### config.mk
export PLATFORM = sky130hd
export DESIGN_NAME = adc_trig_capture
export DESIGN_NICKNAME = d
export VERILOG_FILES = /design/src/rtl/adc_trig_capture.sv
export SDC_FILE = /design/constraint.sdc
export NUM_CORES = 1
export LEC_CHECK = 0
export CAP_MARGIN = 20
export CORE_ASPECT_RATIO = 1.4
export CORE_MARGIN = 5
export CORE_UTILIZATION = 45
export DETAILED_ROUTE_END_ITERATION = 10
export GPL_ROUTABILITY_DRIVEN = 1
export PLACE_DENSITY = 0.67
export RECOVER_POWER = 25
export SLEW_MARGIN = 20
export SYNTH_ARGS = -nofsm -noshare
export SYNTH_HDL_FRONTEND = slang
export SYNTH_SLANG_ARGS = --single-unit
export TNS_END_PERCENT = 100
### constraint.sdc
create_clock -name clk -period 4.1 [get_ports clk]
set_clock_uncertainty 0.05 [all_clocks]
set_input_delay 0.82 -clock clk [delete_from_list [all_inputs] [get_ports clk]]
set_output_delay 0.82 -clock clk [all_outputs]
set_load 0.02 [all_outputs]
### src/rtl/adc_trig_capture.sv
// rtl/adc_trig_capture.sv - paced N-channel ADC capture with circular pretrigger window and level/slope trigger
// Optional timeout auto-trigger (parameter AUTO_TMO, port auto_trig) enabled by macro ADC_AUTO_TRIG_EN.
module adc_trig_capture #(
  parameter int DW   = 8,
  parameter int NCH  = 2,
  parameter int AW   = 12,
  parameter int DIVW = 20,
  parameter int CSW  = 1
`ifdef ADC_AUTO_TRIG_EN
  ,
  parameter int AUTO_TMO = 1 << 20
`endif
) (
  input  logic              clk,
  input  logic              rst_n,
  input  logic [NCH*DW-1:0] sample_in,
  input  logic [DIVW-1:0]   sample_divider,
  input  logic [AW-1:0]     pretrig_len,
  input  logic [CSW-1:0]    trig_ch,
  input  logic [DW-1:0]     trig_level,
  input  logic              trig_slope,
  input  logic              single,
  input  logic              arm,
  input  logic              force_trig,
  input  logic              update_en,
  output logic [AW-1:0]     mem_addr,
  output logic [NCH*DW-1:0] mem_data,
  output logic              mem_wen,
  output logic [AW-1:0]     trig_addr,
  output logic              done,
  output logic [2:0]        state
`ifdef ADC_AUTO_TRIG_EN
  ,
  output logic              auto_trig
`endif
);

  typedef enum logic [2:0] {
    S_IDLE  = 3'd0,
    S_PRE   = 3'd1,
    S_ARMED = 3'd2,
    S_POST  = 3'd3,
    S_DONE  = 3'd4
  } state_e;

  state_e            state_q;
  logic [DIVW-1:0]   div_q;
  logic [AW-1:0]     wptr_q, pre_cnt_q, plen_q, trig_addr_q;
  logic [AW:0]       post_cnt_q;
  logic [CSW-1:0]    ch_q;
  logic [DW-1:0]     level_q, prev_q;
  logic              slope_q, single_q;
  logic              wen_q, done_q, fin_q, force_q;
  logic [NCH*DW-1:0] data_q;

  logic [AW-1:0]     plen_in, start_plen;
  logic [AW:0]       post_len;
  logic [DW-1:0]     cur;
  logic              active, strobe, crossed, start, trig, tmo_hit;

  // Keep at least two POST samples so the trigger sample is never the last write.
  assign plen_in    = (&pretrig_len) ? {{(AW-1){1'b1}}, 1'b0} : pretrig_len;
  assign start_plen = arm ? plen_in : plen_q;
  assign post_len   = {1'b1, {AW{1'b0}}} - {1'b0, plen_q};

  always_comb begin
    cur = '0;
    for (int i = 0; i < NCH; i++)
      if (ch_q == CSW'(i)) cur = sample_in[i*DW +: DW];
  end

  assign active  = (state_q == S_PRE) || (state_q == S_ARMED) || (state_q == S_POST);
  // fin_q holds off strobes while the final POST write drains.
  assign strobe  = active && !fin_q && (div_q >= sample_divider);
  assign crossed = slope_q ? ((prev_q < level_q) && (cur >= level_q))
                           : ((prev_q > level_q) && (cur <= level_q));
  assign start   = ((state_q == S_IDLE) && arm) ||
                   ((state_q == S_DONE) && update_en && (arm || !single_q));

`ifdef ADC_AUTO_TRIG_EN
  localparam int TMOW = $clog2(AUTO_TMO + 1);
  logic [TMOW-1:0] tmo_q;
  logic            auto_q;
  assign tmo_hit   = (tmo_q >= TMOW'(AUTO_TMO));
  assign auto_trig = auto_q;
`else
  assign tmo_hit = 1'b0;
`endif

  assign trig = (state_q == S_ARMED) && strobe && (crossed || force_q || force_trig || tmo_hit);

  always_ff @(posedge clk or negedge rst_n) begin
    if (!rst_n) begin
      state_q     <= S_IDLE;
      div_q       <= '0;
      wptr_q      <= '0;
      pre_cnt_q   <= '0;
      plen_q      <= '0;
      trig_addr_q <= '0;
      post_cnt_q  <= '0;
      ch_q        <= '0;
      level_q     <= '0;
      prev_q      <= '0;
      slope_q     <= 1'b0;
      single_q    <= 1'b0;
      wen_q       <= 1'b0;
      done_q      <= 1'b0;
      fin_q       <= 1'b0;
      force_q     <= 1'b0;
      data_q      <= '0;
`ifdef ADC_AUTO_TRIG_EN
      tmo_q       <= '0;
      auto_q      <= 1'b0;
`endif
    end else begin
      wen_q <= strobe;
      if (strobe) data_q <= sample_in;
      if (wen_q) wptr_q <= wptr_q + AW'(1);
      if (strobe && ((state_q == S_PRE) || (state_q == S_ARMED))) prev_q <= cur;

      if (start) div_q <= '0;
      else if (active) div_q <= (div_q >= sample_divider) ? '0 : div_q + DIVW'(1);

      if (force_trig && (state_q == S_ARMED)) force_q <= 1'b1;

      case (state_q)
        S_IDLE, S_DONE: begin
          if (start) begin
            if (arm) begin
              plen_q   <= plen_in;
              ch_q     <= trig_ch;
              level_q  <= trig_level;
              slope_q  <= trig_slope;
              single_q <= single;
`ifdef ADC_AUTO_TRIG_EN
              auto_q   <= 1'b0;
`endif
            end
            pre_cnt_q  <= '0;
            post_cnt_q <= '0;
            fin_q      <= 1'b0;
            force_q    <= 1'b0;
            done_q     <= 1'b0;
`ifdef ADC_AUTO_TRIG_EN
            tmo_q      <= '0;
`endif
            state_q    <= (start_plen == '0) ? S_ARMED : S_PRE;
          end
        end
        S_PRE: begin
          if (strobe) begin
            pre_cnt_q <= pre_cnt_q + AW'(1);
            if (pre_cnt_q == plen_q - AW'(1)) begin
              state_q <= S_ARMED;
`ifdef ADC_AUTO_TRIG_EN
              tmo_q   <= '0;
`endif
            end
          end
        end
        S_ARMED: begin
`ifdef ADC_AUTO_TRIG_EN
          if (!tmo_hit) tmo_q <= tmo_q + TMOW'(1);
`endif
          if (trig) begin
            // The trigger sample lands one slot later if a write is in flight.
            trig_addr_q <= wptr_q + AW'(wen_q);
            post_cnt_q  <= (AW+1)'(1);
            force_q     <= 1'b0;
            state_q     <= S_POST;
`ifdef ADC_AUTO_TRIG_EN
            auto_q      <= !crossed && !force_q && !force_trig;
`endif
          end
        end
        S_POST: begin
          if (strobe) begin
            post_cnt_q <= post_cnt_q + (AW+1)'(1);
            if (post_cnt_q + (AW+1)'(1) == post_len) fin_q <= 1'b1;
          end
          if (fin_q && wen_q) begin
            fin_q   <= 1'b0;
            done_q  <= 1'b1;
            state_q <= S_DONE;
          end
        end
        default: state_q <= S_IDLE;
      endcase
    end
  end

  assign mem_addr  = wptr_q;
  assign mem_data  = data_q;
  assign mem_wen   = wen_q;
  assign trig_addr = trig_addr_q;
  assign done      = done_q;
  assign state     = state_q;

endmodule
==> summary.txt <==
Outcome
  • Status: finished with violations
  • Failing checks: capacitance limit, slew limit

Synthesis
  • Post-synthesis register bit count: 123
  • Syn_area_per_cell: 9.16 um2
  • Post-synth EDFFs: 0
  • Synth Instances: 819
  • Mapped Area: 0.00751 mm2
  • Synth Flop Type: dfrtp_1
  • Synthesis warning total: 0
  • Netlist cell types: 67
  • Post-synthesis sequential area ratio: 41.0%
  • Post-synth ARST share: 100%
  • Syn_nets: 927

Floorplan
  • Die height: 163 um
  • IO Pins: 109
  • Die X: 119 um
  • Die area: 0.0194 mm2
  • Core area: 0.0166 mm2
  • Rows: 56
  • Starting Density: 45.2%

Clocking
  • Clk_lat worst skew: 0.43 ns
  • Total clock buffers created by CTS: 17
  • H-tree depth: 4
  • Sinks on Clock Net: 123
  • Clk buf depth: 2
  • Post-CTS Resized: 0
  • Post-CTS Hold Buffers: 0
  • Setup Fix Bufs, Post-CTS: 0
  • Clock root buffer: clkbuf_16
  • Clk slew on worst S/H paths: 0.06 ns
  • CTS tree: yes

Pwr
  • Worst VDD drop: 0.332 mV
  • Clock power share: 28.2%
  • Power density cells: 603 mW/mm2
  • Sw Pwr: 2090 uW
  • P_leak: 0.00419 uW
  • Internal power component: 3590 uW
  • Pwr Total: 5680 uW
  • Seq pwr share: 35.1%
  • Comb pwr share: 36.8%
  • Switching Share: 36.7%

Timing
  • Setup TNS: 0 ns
  • Hold Fails Final Rpt: 0
  • Final setup violation count: 0
  • Fin crit share: 84.6%
  • Worst slew pin tran: 1.58 ns
  • Achievable Freq: 288 MHz
  • Final Critical Period: 3.47 ns
  • Worst slew margin: -5.47%
  • WHS: 0.422 ns
  • Fin. max-slew vios: 61
  • RSZ-0062 raised after global routing: no

Critical path
  • Crit start category: input port
  • WP data arrival: 3.73 ns
  • Critical Path Max Stage Delay: 0.46 ns
  • Critical-path cell list: clkdlybuf4s50_1 > mux2_2 > ha_1 > and4_1 > nand3_1 > o221ai_1 > xnor2_1 > a2111oi_4 > nor4_4 > nor2_4 > mux2_4
  • WS Path Type: in -> reg
  • Slowest CP cell: a2111oi_4
  • Worst Setup End Kind: register
  • Max FO, Critical Path: 7
  • Critical Path RT: 4.36 ns

Drt
  • Routed len/inst: 16.6 um
  • DR pass1 iterations: 6
  • Met3 WL: 801 um
  • Via density: 5.45
  • DRT met1 WL: 8.18 mm
  • Met2 WL: 9.50 mm
  • DR vias: 6209
  • Drt drc: 0
  • Initial DRC count: 260
  • Highest metal used: met4
  • Antenna viol nets, final: 0
  • Total Wirelength: 19.0 mm

Place
  • Placed insts: 1109
  • Area after DPL: 0.00879 mm2
  • Post-DP HPWL: 14.3 mm
  • IO buf count: 108
  • RD Place Congestion: 0.890

Global route
  • Initial antenna violation count: 0
  • Total grt overflow: 0
  • Largest net degree at the start of global routing: 61
  • Global-route usage over all layers: 20.1%
  • Vias in the first global route: 6298
  • First-pass GRT wire length: 31.4 mm

Min path
  • Hold Path Class: reg -> reg

Cells and area
  • Commonest non-fill, non-tap cell in the layout: dfrtp_1
  • Area grow syn2layout: 25.5%
  • Finished Layout Cells: 1140
  • Fill cells: 1503
  • Proportion of layout cells with a drive suffix above 1: 9.39%
  • # diodes: 0
  • Final non-filler cell area: 0.00942 mm2
  • Fin nets: 1033
  • Commonest cells after routing, fill and taps aside: 123 x dfrtp_1, 121 x nand2_1, 107 x clkdlybuf4s50_1

Flow run
  • Max-cap violation count: 1
==> path summary, 6_finish.rpt <==
| kind | slack (ns) | depth (start not counted) | startpoint | end |
|---|---|---|---|---|
| worst max-delay path | 0.63 | 11 | sample_in[7] | post_cnt_q[0] |
| worst min-delay path | 0.42 | 2 | mem_data[12] | mem_data[12] |
| worst max register to register | 0.73 | 10 | ch_q | post_cnt_q[0] |
| worst min register to register | 0.42 | 2 | mem_data[12] | mem_data[12] |
| max in group asynchronous | 1.98 | 2 | rst_n | prev_q[7] |
| min in group asynchronous | 0.72 | 1 | rst_n | mem_addr[10] |
==> cells in the mapped netlist (3+ instances only) <==
master / instances / share of area (%)
o221ai_1: 3 / 0.35
nor2b_1: 7 / 0.58
mux2_2: 24 / 3.6
a21o_1: 10 / 1.0
xnor2_1: 45 / 5.3
mux2i_1: 4 / 0.53
ha_1: 44 / 7.3
nand2b_1: 5 / 0.42
nand3b_1: 3 / 0.30
nand3_1: 35 / 2.3
o22ai_1: 4 / 0.33
a21oi_1: 37 / 2.5
a211o_1: 4 / 0.47
or2_2: 4 / 0.33
nor3_1: 18 / 1.2
nor4_1: 4 / 0.33
o21ai_0: 42 / 2.8
clkbuf_1: 27 / 1.4
and3_1: 17 / 1.4
and2_1: 4 / 0.33
dfrtp_1: 123 / 41
inv_1: 39 / 2.0
or3_1: 4 / 0.33
o31ai_1: 9 / 0.90
and4_1: 5 / 0.58
o2bb2ai_1: 3 / 0.35
nor2_1: 63 / 3.2
buf_2: 4 / 0.27
nand4_1: 23 / 1.9
o22a_1: 4 / 0.47
xor2_1: 33 / 3.9
nand2_1: 121 / 6.1
==> per-layer routing <==
metal,up-vias,track usage [%]
li1,3081,-
met1,2962,24.6
met2,136,34.8
met3,30,3.89
met4,0,8.33
met5,-,0
==> state kept, by name, summed over array words and instances (netlist names) <==
signal / cells
div_q: 20
mem_data: 16
post_cnt_q: 13
mem_addr: 12
plen_q: 12
pre_cnt_q: 12
trig_addr: 12
level_q: 8
prev_q: 8
state: 3
ch_q: 1
done: 1
fin_q: 1
force_q: 1
mem_wen: 1
single_q: 1
slope_q: 1
==> stage by stage <==
step                      worst slack, ns  util, %
after floorplan                     0.853        -
final                               0.630     56.7
after global routing                0.494     56.7
after CTS                           0.616     56.7
after detailed placement            0.165     53.0
after global placement              0.188     53.0
==> kinds of logic after synthesis <==
| kind of cell | Yosys count | share of synthesized area, % |
|---|---|---|
| simple gates | 327 | 21.2 |
| compound gates | 144 | 13.2 |
| flops | 123 | 41.0 |
| xor+xnor | 78 | 9.10 |
| buf+inv | 74 | 3.88 |
| fa+ha+maj | 44 | 7.33 |
| mux | 29 | 4.33 |
==> power groups by stage <==
stage,Clock (uW),Sequential [uW],Combinational [uW]
CTS,1620,1980,2110
finish,1600,1990,2090
global placement,0,2000,2050
detailed placement,0,2000,2090
global route,1680,2050,2320
floorplan,0,1920,1420
==> worst max-delay path, delay by kind of cell <==
kind            cells  cell delay (ns)
compound gates      2             0.68
buf+inv             1             0.44
mux                 2             0.64
simple gates        4             0.72
xor+xnor            1             0.15
fa+ha+maj           1             0.29
==> cell type report <==
type,count,area [um2],share of cell area (%)
Clock buffer,22,494,5.25
Multi-Input combinational cell,622,4140,43.9
Clock inverter,9,134,1.42
Tap cell,203,254,2.70
Sequential cell,123,3080,32.7
Inverter,40,150,1.59
Timing Repair Buffer,121,1170,12.4
Note: power is estimated with default switching activity, not from simulation.
